<file path="config.mk">
export PLATFORM = sky130hd
export DESIGN_NAME = cpu_sequencer_flat
export DESIGN_NICKNAME = d
export VERILOG_FILES = /design/src/rtl/cpu_pkg.sv /design/src/rtl/cpu_sequencer_if.sv /design/src/rtl/cpu_apb_master.sv /design/src/rtl/cpu_sequencer.sv /design/src/flat_wrapper.sv
export SDC_FILE = /design/constraint.sdc
export NUM_CORES = 1
export LEC_CHECK = 0
export CAP_MARGIN = 20
export CORE_UTILIZATION = 36
export CTS_CLUSTER_DIAMETER = 50
export DETAILED_ROUTE_END_ITERATION = 7
export PLACE_DENSITY_LB_ADDON = 0.12
export RECOVER_POWER = 100
export SLEW_MARGIN = 30
export SYNTH_ARGS = -nofsm -noshare
export SYNTH_HDL_FRONTEND = slang
export SYNTH_SLANG_ARGS = --single-unit
</file>
<file path="constraint.sdc">
create_clock -name clk -period 2 [get_ports clk]
set_clock_uncertainty 0.2 [all_clocks]
set_input_delay 0.2 -clock clk [delete_from_list [all_inputs] [get_ports clk]]
set_output_delay 0.2 -clock clk [all_outputs]
set_load 0.01 [all_outputs]
</file>
<file path="src/rtl/cpu_pkg.sv">
// Shared types and width constants for the multi-cycle CPU sequencer.
package cpu_pkg;

  localparam int ADDR_W_DEF = 16;
  localparam int DATA_W_DEF = 16;

  // Instruction opcodes, IR[15:13].
  typedef enum logic [2:0] {
    OP_ADD  = 3'd0,
    OP_ADDI = 3'd1,
    OP_SUB  = 3'd2,
    OP_NAND = 3'd3,
    OP_BNE  = 3'd4,
    OP_LW   = 3'd5,
    OP_SW   = 3'd6,
    OP_J    = 3'd7
  } opcode_e;

  // Sequencer states kept as plain constants so the encoding stays fixed.
  typedef logic [2:0] seq_state_e;
  localparam seq_state_e S_FETCH_SETUP  = 3'd0;
  localparam seq_state_e S_FETCH_ACCESS = 3'd1;
  localparam seq_state_e S_DECODE       = 3'd2;
  localparam seq_state_e S_EXEC         = 3'd3;
  localparam seq_state_e S_MEM_SETUP    = 3'd4;
  localparam seq_state_e S_MEM_ACCESS   = 3'd5;
  localparam seq_state_e S_WRITEBACK    = 3'd6;
  localparam seq_state_e S_FAULT        = 3'd7;

  // Next-PC source select driven to the datapath.
  typedef enum logic [1:0] {
    PC_INC = 2'd0,
    PC_BR  = 2'd1,
    PC_JMP = 2'd2
  } pc_sel_e;

endpackage

</file>
<file path="src/rtl/cpu_sequencer_if.sv">
// APB bus bundle between the sequencer (master) and memory (slave).
interface cpu_sequencer_if
  import cpu_pkg::*;
#(
  parameter int ADDR_W = ADDR_W_DEF,
  parameter int DATA_W = DATA_W_DEF
);
  logic              psel;
  logic              penable;
  logic              pwrite;
  logic [ADDR_W-1:0] paddr;
  logic [DATA_W-1:0] pwdata;
  logic [DATA_W-1:0] prdata;
  logic              pready;
  logic              pslverr;

  modport master (
    output psel, penable, pwrite, paddr, pwdata,
    input  prdata, pready, pslverr
  );

  modport slave (
    input  psel, penable, pwrite, paddr, pwdata,
    output prdata, pready, pslverr
  );
endinterface

</file>
<file path="src/rtl/cpu_apb_master.sv">
// APB phasing for the sequencer: drives SETUP/ACCESS, holds address and
// data steady across wait states, and reports completion or error.
// Optional access watchdog enabled by defining APB_TIMEOUT_EN.
module cpu_apb_master
  import cpu_pkg::*;
#(
  parameter int ADDR_W      = ADDR_W_DEF,
  parameter int DATA_W      = DATA_W_DEF,
  parameter int TIMEOUT_CYC = 64
) (
  input  logic              clk,
  input  logic              reset,
  input  logic              setup,
  input  logic              access,
  input  logic              wr,
  input  logic [ADDR_W-1:0] addr,
  input  logic [DATA_W-1:0] wdata,
  output logic              done,
  output logic              err,
  output logic [DATA_W-1:0] rdata,
  cpu_sequencer_if.master   apb
);

  logic              wr_q;
  logic [ADDR_W-1:0] addr_q;
  logic [DATA_W-1:0] wdata_q;
  logic [DATA_W-1:0] wdata_sel;
  logic              timeout;

  assign wdata_sel = wr ? wdata : '0;

  // Capture the transfer attributes in SETUP so they hold through ACCESS.
  // NOTE: clocked state uses non-blocking assignments so every flop samples pre-edge values.
  always_ff @(posedge clk or negedge reset) begin
    if (!reset) begin
      wr_q    <= 1'b0;
      addr_q  <= '0;
      wdata_q <= '0;
    end else if (setup) begin
      wr_q    <= wr;
      addr_q  <= addr;
      wdata_q <= wdata_sel;
    end
  end

`ifdef APB_TIMEOUT_EN
  localparam int CNT_W = $clog2(TIMEOUT_CYC + 1);
  logic [CNT_W-1:0] wait_cnt;

  // Count ACCESS cycles without pready; every new SETUP restarts the count.
  always_ff @(posedge clk or negedge reset) begin
    if (!reset) begin
      wait_cnt <= '0;
    end else if (setup) begin
      wait_cnt <= '0;
    end else if (access && !apb.pready) begin
      wait_cnt <= wait_cnt + 1'b1;
    end
  end

  // The ACCESS cycle that would bring the count to TIMEOUT_CYC aborts the transfer.
  assign timeout = access && !apb.pready && (wait_cnt == CNT_W'(TIMEOUT_CYC - 1));
`else
  assign timeout = 1'b0;
`endif

  // The SETUP cycle presents the live request; later cycles replay the held copy.
  assign apb.psel    = setup | access;
  assign apb.penable = access;
  assign apb.pwrite  = setup ? wr : (access & wr_q);
  assign apb.paddr   = setup ? addr : addr_q;
  assign apb.pwdata  = setup ? wdata_sel : wdata_q;

  assign done  = access && apb.pready && !apb.pslverr;
  assign err   = (access && apb.pready && apb.pslverr) || timeout;
  assign rdata = apb.prdata;

endmodule

</file>
<file path="src/rtl/cpu_sequencer.sv">
// Multi-cycle control FSM for the 16-bit, 8-opcode CPU. Shares one APB
// master between instruction fetch and LW/SW, and strobes IR/PC/RF updates.
// Optional APB access watchdog enabled by defining APB_TIMEOUT_EN.
module cpu_sequencer
  import cpu_pkg::*;
#(
  parameter int ADDR_W      = ADDR_W_DEF,
  parameter int DATA_W      = DATA_W_DEF,
  parameter int TIMEOUT_CYC = 64
) (
  input  logic              clk,
  input  logic              reset,
  input  logic [2:0]        opcode,
  input  logic [ADDR_W-1:0] pc,
  input  logic [DATA_W-1:0] alu_result,
  input  logic [DATA_W-1:0] store_data,
  input  logic              ne_flag,
  cpu_sequencer_if.master   apb,
  output logic              ir_load,
  output logic [DATA_W-1:0] fetch_data,
  output logic              pc_load,
  output logic [1:0]        pc_sel,
  output logic              rf_we,
  output logic              rf_wsel,
  output logic              fault
);

  seq_state_e        state, state_nxt;
  logic              live;
  opcode_e           op_q;
  logic              taken_q;
  logic [DATA_W-1:0] mdr_q;
  pc_sel_e           sel;

  logic              bus_setup, bus_access, bus_wr, bus_done, bus_err, rd_done;
  logic [ADDR_W-1:0] bus_addr;
  logic [DATA_W-1:0] bus_rdata;

  // live is low for the first cycle after reset so the bus stays idle
  // while reset is held and starts fetching on the first clock after release.
  assign bus_setup  = (state == S_FETCH_SETUP && live) || state == S_MEM_SETUP;
  assign bus_access = state == S_FETCH_ACCESS || state == S_MEM_ACCESS;
  assign bus_wr     = state == S_MEM_SETUP && op_q == OP_SW;
  assign bus_addr   = (state == S_MEM_SETUP) ? ADDR_W'(alu_result) : pc;

  cpu_apb_master #(
    .ADDR_W      (ADDR_W),
    .DATA_W      (DATA_W),
    .TIMEOUT_CYC (TIMEOUT_CYC)
  ) u_apb (
    .clk    (clk),
    .reset  (reset),
    .setup  (bus_setup),
    .access (bus_access),
    .wr     (bus_wr),
    .addr   (bus_addr),
    .wdata  (store_data),
    .done   (bus_done),
    .err    (bus_err),
    .rdata  (bus_rdata),
    .apb    (apb)
  );

  // Next-state selection.
  // NOTE: assigning a default first keeps every path driven, so no latch is inferred.
  always_comb begin
    state_nxt = state;
    case (state)
      S_FETCH_SETUP:  if (live) state_nxt = S_FETCH_ACCESS;
      S_FETCH_ACCESS: begin
        if (bus_err)       state_nxt = S_FAULT;
        else if (bus_done) state_nxt = S_DECODE;
      end
      S_DECODE: begin
        case (opcode_e'(opcode))
          OP_BNE, OP_J:  state_nxt = S_EXEC;
          OP_LW, OP_SW:  state_nxt = S_MEM_SETUP;
          default:       state_nxt = S_WRITEBACK;
        endcase
      end
      S_EXEC:         state_nxt = S_FETCH_SETUP;
      S_MEM_SETUP:    state_nxt = S_MEM_ACCESS;
      S_MEM_ACCESS: begin
        if (bus_err)       state_nxt = S_FAULT;
        else if (bus_done) state_nxt = (op_q == OP_LW) ? S_WRITEBACK : S_FETCH_SETUP;
      end
      S_WRITEBACK:    state_nxt = S_FETCH_SETUP;
      S_FAULT:        state_nxt = S_FAULT;
      default:        state_nxt = S_FAULT;
    endcase
  end

  // State, decoded opcode/branch outcome, and the memory data register.
  always_ff @(posedge clk or negedge reset) begin
    if (!reset) begin
      state   <= S_FETCH_SETUP;
      live    <= 1'b0;
      op_q    <= OP_ADD;
      taken_q <= 1'b0;
      mdr_q   <= '0;
    end else begin
      state <= state_nxt;
      live  <= 1'b1;
      if (state == S_DECODE) begin
        op_q    <= opcode_e'(opcode);
        taken_q <= ne_flag;
      end
      if (rd_done) mdr_q <= bus_rdata;
    end
  end

  // Next-PC source: only EXEC redirects, everything else steps by one.
  always_comb begin
    sel = PC_INC;
    if (state == S_EXEC) begin
      if (op_q == OP_J)  sel = PC_JMP;
      else if (taken_q)  sel = PC_BR;
    end
  end

  // SW completions carry no read data, so they leave the MDR untouched.
  assign rd_done = bus_done && !(state == S_MEM_ACCESS && op_q == OP_SW);

  // On the completing cycle prdata is forwarded so IR/RF can load it on the same edge.
  assign fetch_data = rd_done ? bus_rdata : mdr_q;
  assign ir_load    = state == S_FETCH_ACCESS && bus_done;
  assign pc_load    = state == S_EXEC || state == S_WRITEBACK ||
                      (state == S_MEM_ACCESS && op_q == OP_SW && bus_done);
  assign pc_sel     = sel;
  assign rf_we      = state == S_WRITEBACK;
  assign rf_wsel    = state == S_WRITEBACK && op_q == OP_LW;
  assign fault      = state == S_FAULT;

endmodule

</file>
<file path="src/flat_wrapper.sv">
// flat-port wrapper written by rule: the top's interface ports become plain ports
module cpu_sequencer_flat import cpu_pkg::*;
#(
  parameter int ADDR_W      = ADDR_W_DEF,
  parameter int DATA_W      = DATA_W_DEF,
  parameter int TIMEOUT_CYC = 64
)
  (clk, reset, opcode, pc, alu_result, store_data, ne_flag, ir_load, fetch_data, pc_load, pc_sel, rf_we, rf_wsel, fault, apb_psel, apb_penable, apb_pwrite, apb_paddr, apb_pwdata, apb_prdata, apb_pready, apb_pslverr);
  cpu_sequencer_if #(.ADDR_W(ADDR_W), .DATA_W(DATA_W)) apb_i ();
  input  logic clk;
  input  logic reset;
  input  logic [2:0] opcode;
  input  logic [ADDR_W-1:0] pc;
  input  logic [DATA_W-1:0] alu_result;
  input  logic [DATA_W-1:0] store_data;
  input  logic ne_flag;
  output logic ir_load;
  output logic [DATA_W-1:0] fetch_data;
  output logic pc_load;
  output logic [1:0] pc_sel;
  output logic rf_we;
  output logic rf_wsel;
  output logic fault;
  output wire logic [$bits(apb_i.psel)-1:0] apb_psel;
  output wire logic [$bits(apb_i.penable)-1:0] apb_penable;
  output wire logic [$bits(apb_i.pwrite)-1:0] apb_pwrite;
  output wire logic [$bits(apb_i.paddr)-1:0] apb_paddr;
  output wire logic [$bits(apb_i.pwdata)-1:0] apb_pwdata;
  input wire logic [$bits(apb_i.prdata)-1:0] apb_prdata;
  input wire logic [$bits(apb_i.pready)-1:0] apb_pready;
  input wire logic [$bits(apb_i.pslverr)-1:0] apb_pslverr;
  assign apb_psel = apb_i.psel;
  assign apb_penable = apb_i.penable;
  assign apb_pwrite = apb_i.pwrite;
  assign apb_paddr = apb_i.paddr;
  assign apb_pwdata = apb_i.pwdata;
  assign apb_i.prdata = apb_prdata;
  assign apb_i.pready = apb_pready;
  assign apb_i.pslverr = apb_pslverr;
  cpu_sequencer #(.ADDR_W(ADDR_W), .DATA_W(DATA_W), .TIMEOUT_CYC(TIMEOUT_CYC)) u_core (.clk(clk), .reset(reset), .opcode(opcode), .pc(pc), .alu_result(alu_result), .store_data(store_data), .ne_flag(ne_flag), .apb(apb_i), .ir_load(ir_load), .fetch_data(fetch_data), .pc_load(pc_load), .pc_sel(pc_sel), .rf_we(rf_we), .rf_wsel(rf_wsel), .fault(fault));
endmodule
</file>
==> impl_results.md, run 1 <==
* Synth Cell Area at 2530 um^2
* Drt first pass iters at 4
* Power per cell area at 1400 nW/um^2
* Vias in the first global route at 2,521
* Failing checks: negative setup slack
* Fillers at 483
* Post-route worst setup slack at -0.507 ns
* Die height at ~86 um
* Hold Fails Final Rpt at 0
* TritonCTS Buffers at 9
* Layout Nets at slightly below 500
* I/O Buffers at 129
* Post-synth cell types at 37
* Worst-Margin Slew at 0.686 ns
* H-tree lvl count at 3
* Routed wl met3 at approximately 470 um
* # diodes at 0
* Via count at 2,445
* Hold Crit Class: in -> async
* Critical Path RT at around 1.6 ns
* Critical Path AT at 2.11 ns
* GPL Wtd Cong at 0.813
* Syn_nets at around 280
* Minimum clock period at approximately 2.5 ns
* Critical-path maximum fanout at 7
* Outcome: finished with violations
* Initial antenna violation count at 0
* Met2 wire len at 4730 um
* Largest net degree at the start of global routing at 29
* Lkg Pwr at 0.00234 uW
* Global-route wire length before repair at approximately 12,000 um
* CTS tree: done
* Die area at roughly 7400 um^2
* Placed wire-length estimate at 5040 um
* Grt total ovfl at 0
* Ports at 130
* Register area at 1430 um^2
* Max Used Layer: met4
* Die width at 85.9 um
* Max-cap violations at 0
* Finish-stage setup viols at 58
* Setup crit start kind: register
* Worst VDD drop at around 670 uV
* Rel. slew slack at 0.542
* Post-route setup TNS at -21.44 ns
* Core Area at 6790 um^2
* Period utilization at 1.25
* CP Capture Type: output port
* Post-synthesis sequential area ratio at 0.563
* Syn avg cell area at approximately 12 um^2
* Routed Antenna Nets at 0
* RSZ-0062 raised after global routing: yes
* Multi-input gate area at ~1300 um^2
* Ys Warns at 0
* Pre-CTS WS at -0.542 ns
* All-Layer GR Usage at 0.217
* CTS Root Cell: clkbuf_8
* Post-synthesis cell count at between 200 and 250
* # rows at 30
* Via-per-instance ratio at 4.77
* Worst-Skew Late Latency at between 0.3 and 0.4 ns
* Post-synthesis register bit count at 57
* Layout cells sized above 1 at 0.494
* Longest Clk Path Bufs at 2
* Synth-to-layout area growth at 94.1%
* Clk pin slew, worst setup/hold paths at 0.07 ns
* Clock sink count at 57
* Total Wirelength at 8460 um
* DR DRC count at 0
* Final slew viol count at 0
* Wire length per cell at 16.5 um
* Wl on met1 at ~3200 um
* Most frequent cells in the layout: 71 x clkdlybuf4s50_1, 57 x dfrtp_1, 39 x buf_6
* Critical path class: reg -> out
* Fmax achieved at 399 MHz
* Starting density of the core at 0.373
* Total power at 6880 uW
* DR iter-0 viols at 76
* Most common cell after layout, fill and taps aside: clkdlybuf4s50_1
cells in the mapped netlist (all sizes together):
cell type,number,area (um^2)
dfrtp,57,1430
a221oi,1,8.76
o21bai,1,7.51
buf,5,40.0
nand2b,2,20.0
nor4,1,21.3
nor3b,1,7.51
nand3,1,5.00
o21ai,20,100
nor2b,6,37.5
nand3b,2,15.0
a21oi,1,5.00
mux2i,17,170
nor2,8,37.5
clkbuf,8,30.0
a32oi,1,8.76
and4,1,8.76
or4b,1,13.8
a22o,16,140
nor3,1,10.0
mux2,19,251
inv,3,11.3
o32ai,1,8.76
conb,1,3.75
xor2,1,8.76
or3,1,6.26
a21o,2,15.0
and3,1,6.26
a211oi,1,7.51
nand2,24,100
power breakdown:
part / switching [uW] / total, uW / internal, uW
clock network: 477 / 959 / 481
registers: 176 / 1800 / 1620
logic: 1800 / 4120 / 2320
flip-flops by register name (all words and copies together), names as in the netlist:
signal                count
u_core.u_apb.wdata_q     16
u_core.state              3
u_core.live               1
u_core.taken_q            1
u_core.mdr_q             16
u_core.u_apb.addr_q      16
u_core.op_q               3
u_core.u_apb.wr_q         1
critical path, stage by stage (launching register included):
cell and delay [ns]:
dfrtp_1 0.38, nand2b_4 0.14, or4b_4 0.58, nand2_8 0.13
buf_4 0.12, mux2_4 0.31, buf_6 0.12
path summary, 6_finish.rpt:
check | from | slack, ns | cells past startpoint | end
setup / recovery | u_core.state[1] | -0.51 | 6 | fetch_data[2]
hold / removal | reset | 0.25 | 2 | u_core.op_q[2]
setup reg to reg | u_core.state[0] | -0.08 | 10 | u_core.u_apb.addr_q[14]
hold reg to reg | u_core.u_apb.wr_q | 0.28 | 1 | u_core.u_apb.wr_q
max in group asynchronous | reset | 0.45 | 3 | u_core.mdr_q[4]
min in group clk | u_core.u_apb.wr_q | 0.28 | 1 | u_core.u_apb.wr_q
cells by family after synthesis:
kind of cell,synth area share
AO/OA/AOI/OAI,0.119
XOR/XNOR,0.00346
buffers and inverters,0.0321
flip-flops,0.563
multiplexers,0.167
other,0.00148
AND/OR/NAND/NOR,0.114
layer usage:
| layer | global-route usage | vias to the layer above |
|---|---|---|
| met5 | 0 | - |
| met4 | 0.0530 | 0 |
| met3 | 0.0664 | 10 |
| met2 | 0.401 | 91 |
| met1 | 0.241 | 1196 |
| li1 | - | 1148 |
area by class of cell:
class | count | share of cell area
repair buffers | 208 | 0.386
flip-flops and latches | 57 | 0.290
multi-input cells | 133 | 0.260
clock buffers | 10 | 0.0280
well taps | 96 | 0.0244
clock inverters | 6 | 0.00891
inverters | 3 | 0.00229
through the flow:
step                      cells  hold slack (ns)   util  area, um^2
final                       513            0.251  0.723        4910
after floorplan             205           -0.296      -        2530
after global placement      451           0.0639  0.614        4170
after global routing        513            0.287  0.723        4910
after detailed placement    451           0.0608  0.614        4170
after CTS                   496            0.246  0.688        4680
timing repair:
action / 4_1_cts / 5_1_grt
setup endpoints to repair: 58 / 70
gates resized for setup: 300 / 45
buffers inserted: 25 / 16
pin swaps: 3 / 26
hold buffers: 1 / 0
cloned: 3 / 1
endpoints found under the hold margin: 26 / 0
No activity file was read; power rests on OpenSTA's default activity.
==> run 2, diff against run 1 <==
Settings changed: CORE_UTILIZATION 36 to 40, GPL_ROUTABILITY_DRIVEN from default to 0.
Clock period 2 ns to 2.6 ns, I/O delays scaled along.
==> impl_results.md, run 2 (synthesized netlist as in run 1, its figures left out) <==
* Most frequent cells in the layout: 78 x clkdlybuf4s50_1, 57 x dfrtp_1, 30 x dlygate4sd2_1
* Layout cells sized above 1 at 0.270 (-0.224)
* Outcome: finished with violations
* Hold Startpoint: u_core.u_apb.addr_q[10]
* Die area at 6650 um^2 (-9.8%)
* Worst VDD drop at 743 uV (+11%)
* Die height at 81.6 um (-5.0%)
* Ports at 130 (unchanged)
* FF-to-FF Start: u_core.state[1]
* Core Area at 6030 um^2 (-11%)
* Most common cell on crit path: buf_6
* Crit-path slowest cell: or4b_4
* Starting density of the core at 0.420 (+0.0475)
* Critical path class: reg -> out
* Grt total ovfl at 0 (unchanged)
* Max-cap violations at 0 (unchanged)
* Via-per-instance ratio at 4.86 (+2.1%)
* Worst-Margin Slew at 1.23 ns (+0.543 ns)
* Critical Path AT at 2.18 ns (+0.07 ns)
* TritonCTS Buffers at 9 (unchanged)
* Critical Path RT at 2.14 ns (+0.54 ns)
* CP startpoint: u_core.state[1]
* Fmax achieved at 379 MHz
* CP Capture Type: output port
* Largest registers: u_core.mdr_q x16, u_core.u_apb.addr_q x16, u_core.u_apb.wdata_q x16
* Worst-Skew Late Latency at 0.33 ns (about the same)
* Rel. slew slack at 0.181 (-0.362)
* Finish-stage setup viols at 8 (-86%)
* Initial antenna violation count at 0 (unchanged)
* DR DRC count at 0 (unchanged)
* Setup crit start kind: register
* Hold Fails Final Rpt at 0 (unchanged)
* DR iter-0 viols at 47 (-38%)
* # rows at 28 (-6.7%)
* Longest Clk Path Bufs at 2 (unchanged)
* Power per cell area at 1020 nW/um^2 (-27%)
* Total power at 4510 uW (-34%)
* Via count at 2,218 (-9.3%)
* Layout Nets at 448 (-7.4%)
* Vias in the first global route at 2,224 (-12%)
* Synth-to-layout area growth at 75.3%
* Wire length per cell at 15.7 um (-4.8%)
* Post-route setup TNS at -0.170 ns (+21.27 ns)
* Die width at 81.6 um (-5.0%)
* CTS tree: done
* Fillers at 471 (-2.5%)
* Drt first pass iters at 4 (unchanged)
* # diodes at 0 (unchanged)
* Total Wirelength at 7160 um (-15%)
* Critical-path maximum fanout at 5 (-2)
* Max stage delay on crit path at 0.57 ns (about the same)
* Global-route wire length before repair at 10,600 um (-12%)
* Critical Path, Cell by Cell: nand2b_4, or4b_4, nand2_8, buf_6, buf_6, mux2_4, buf_6
* Clock sink count at 57 (unchanged)
* Hold Crit Class: reg -> reg
* H-tree lvl count at 3 (unchanged)
* RSZ-0062 raised after global routing: yes
* All-Layer GR Usage at 0.220 (+0.00366)
* Routed Antenna Nets at 0 (unchanged)
* Clk pin slew, worst setup/hold paths at 0.06 ns (about the same)
* Cell family with most CP delay: simple AND/OR/NAND/NOR gates
* Post-route worst setup slack at -0.0408 ns (+0.466 ns)
* Most common cell after layout, fill and taps aside: clkdlybuf4s50_1
* Largest net degree at the start of global routing at 51 (+76%)
* Failing checks: negative setup slack
* Minimum clock period at 2.64 ns
* Lkg Pwr at 0.00213 uW (-9.2%)
* Placed wire-length estimate at 4540 um (-9.9%)
* Period utilization at 1.02
* Final slew viol count at 0 (unchanged)
* CTS Root Cell: clkbuf_8
* Pre-CTS WS at -0.00279 ns (+0.539 ns)
* CP Buf/Inv Count at 3 (+1)
* I/O Buffers at 129 (unchanged)
-- run 2: report_power, final --
group	switching, uW	leakage, uW	internal, uW
logic	1120	0.00133	1330
registers	133	0.000718	1250
clock network	351	0.0000818	338
total	1600	0.00213	2910
-- run 2: area by class of cell --
class / instances / area, um^2 / area share
clock buffers: 10 / 128 / 0.0287
clock inverters: 6 / 35.0 / 0.00789
inverters: 3 / 11.3 / 0.00254
multi-input cells: 133 / 1100 / 0.248
flip-flops and latches: 57 / 1430 / 0.321
well taps: 75 / 93.8 / 0.0211
repair buffers: 172 / 1650 / 0.371
-- run 2: timing repair --
action	4_1_cts	5_1_grt
gates resized for setup	142	13
gates cloned	3	0
endpoints found under the setup margin	49	18
pin swaps	3	2
hold buffers	1	0
endpoints found under the hold margin	22	0
setup buffers	25	4
-- run 2: stage by stage --
| step | instance area, um^2 | hold WS [ns] | std cells | utilization |
|---|---|---|---|---|
| floorplan | 2530 | -0.236 | 205 | - |
| global placement | 3970 | 0.0589 | 408 | 0.659 |
| detailed placement | 3970 | 0.0742 | 408 | 0.659 |
| CTS | 4440 | 0.234 | 453 | 0.736 |
| global route | 4440 | 0.311 | 456 | 0.737 |
| finish | 4440 | 0.284 | 456 | 0.737 |
-- run 2: tightest hold or removal path, delay by kind of cell, from the launching register on --
kind	cells	cell delay (ns)
simple gates	1	0.04
flops	1	0.32
compound gates	1	0.08
-- run 2: worst paths after layout --
kind | endpoint | slack [ns] | cells after the start
min | u_core.u_apb.addr_q[10] | 0.28 | 2
min in group asynchronous | u_core.mdr_q[4] | 0.51 | 2
max in group asynchronous | u_core.taken_q | 0.61 | 3
max reg2reg | u_core.mdr_q[7] | 0.44 | 7
max | fetch_data[14] | -0.04 | 7
min reg2reg | u_core.u_apb.addr_q[10] | 0.28 | 2
-- run 2: metal layers --
metal | vias up | part of all wire | GRT usage
li1 | 1070 | - | -
met1 | 1056 | 0.38 | 0.241
met2 | 83 | 0.52 | 0.392
met3 | 9 | 0.083 | 0.0878
met4 | 0 | 0.0085 | 0.0632
met5 | - | 0 | 0
==> run 3, diff against run 2 <==
Settings changed: CAP_MARGIN 20 to default.
==> results of run 3 <==
No change in the layout: final DEF, timing and power equal those of run 2.
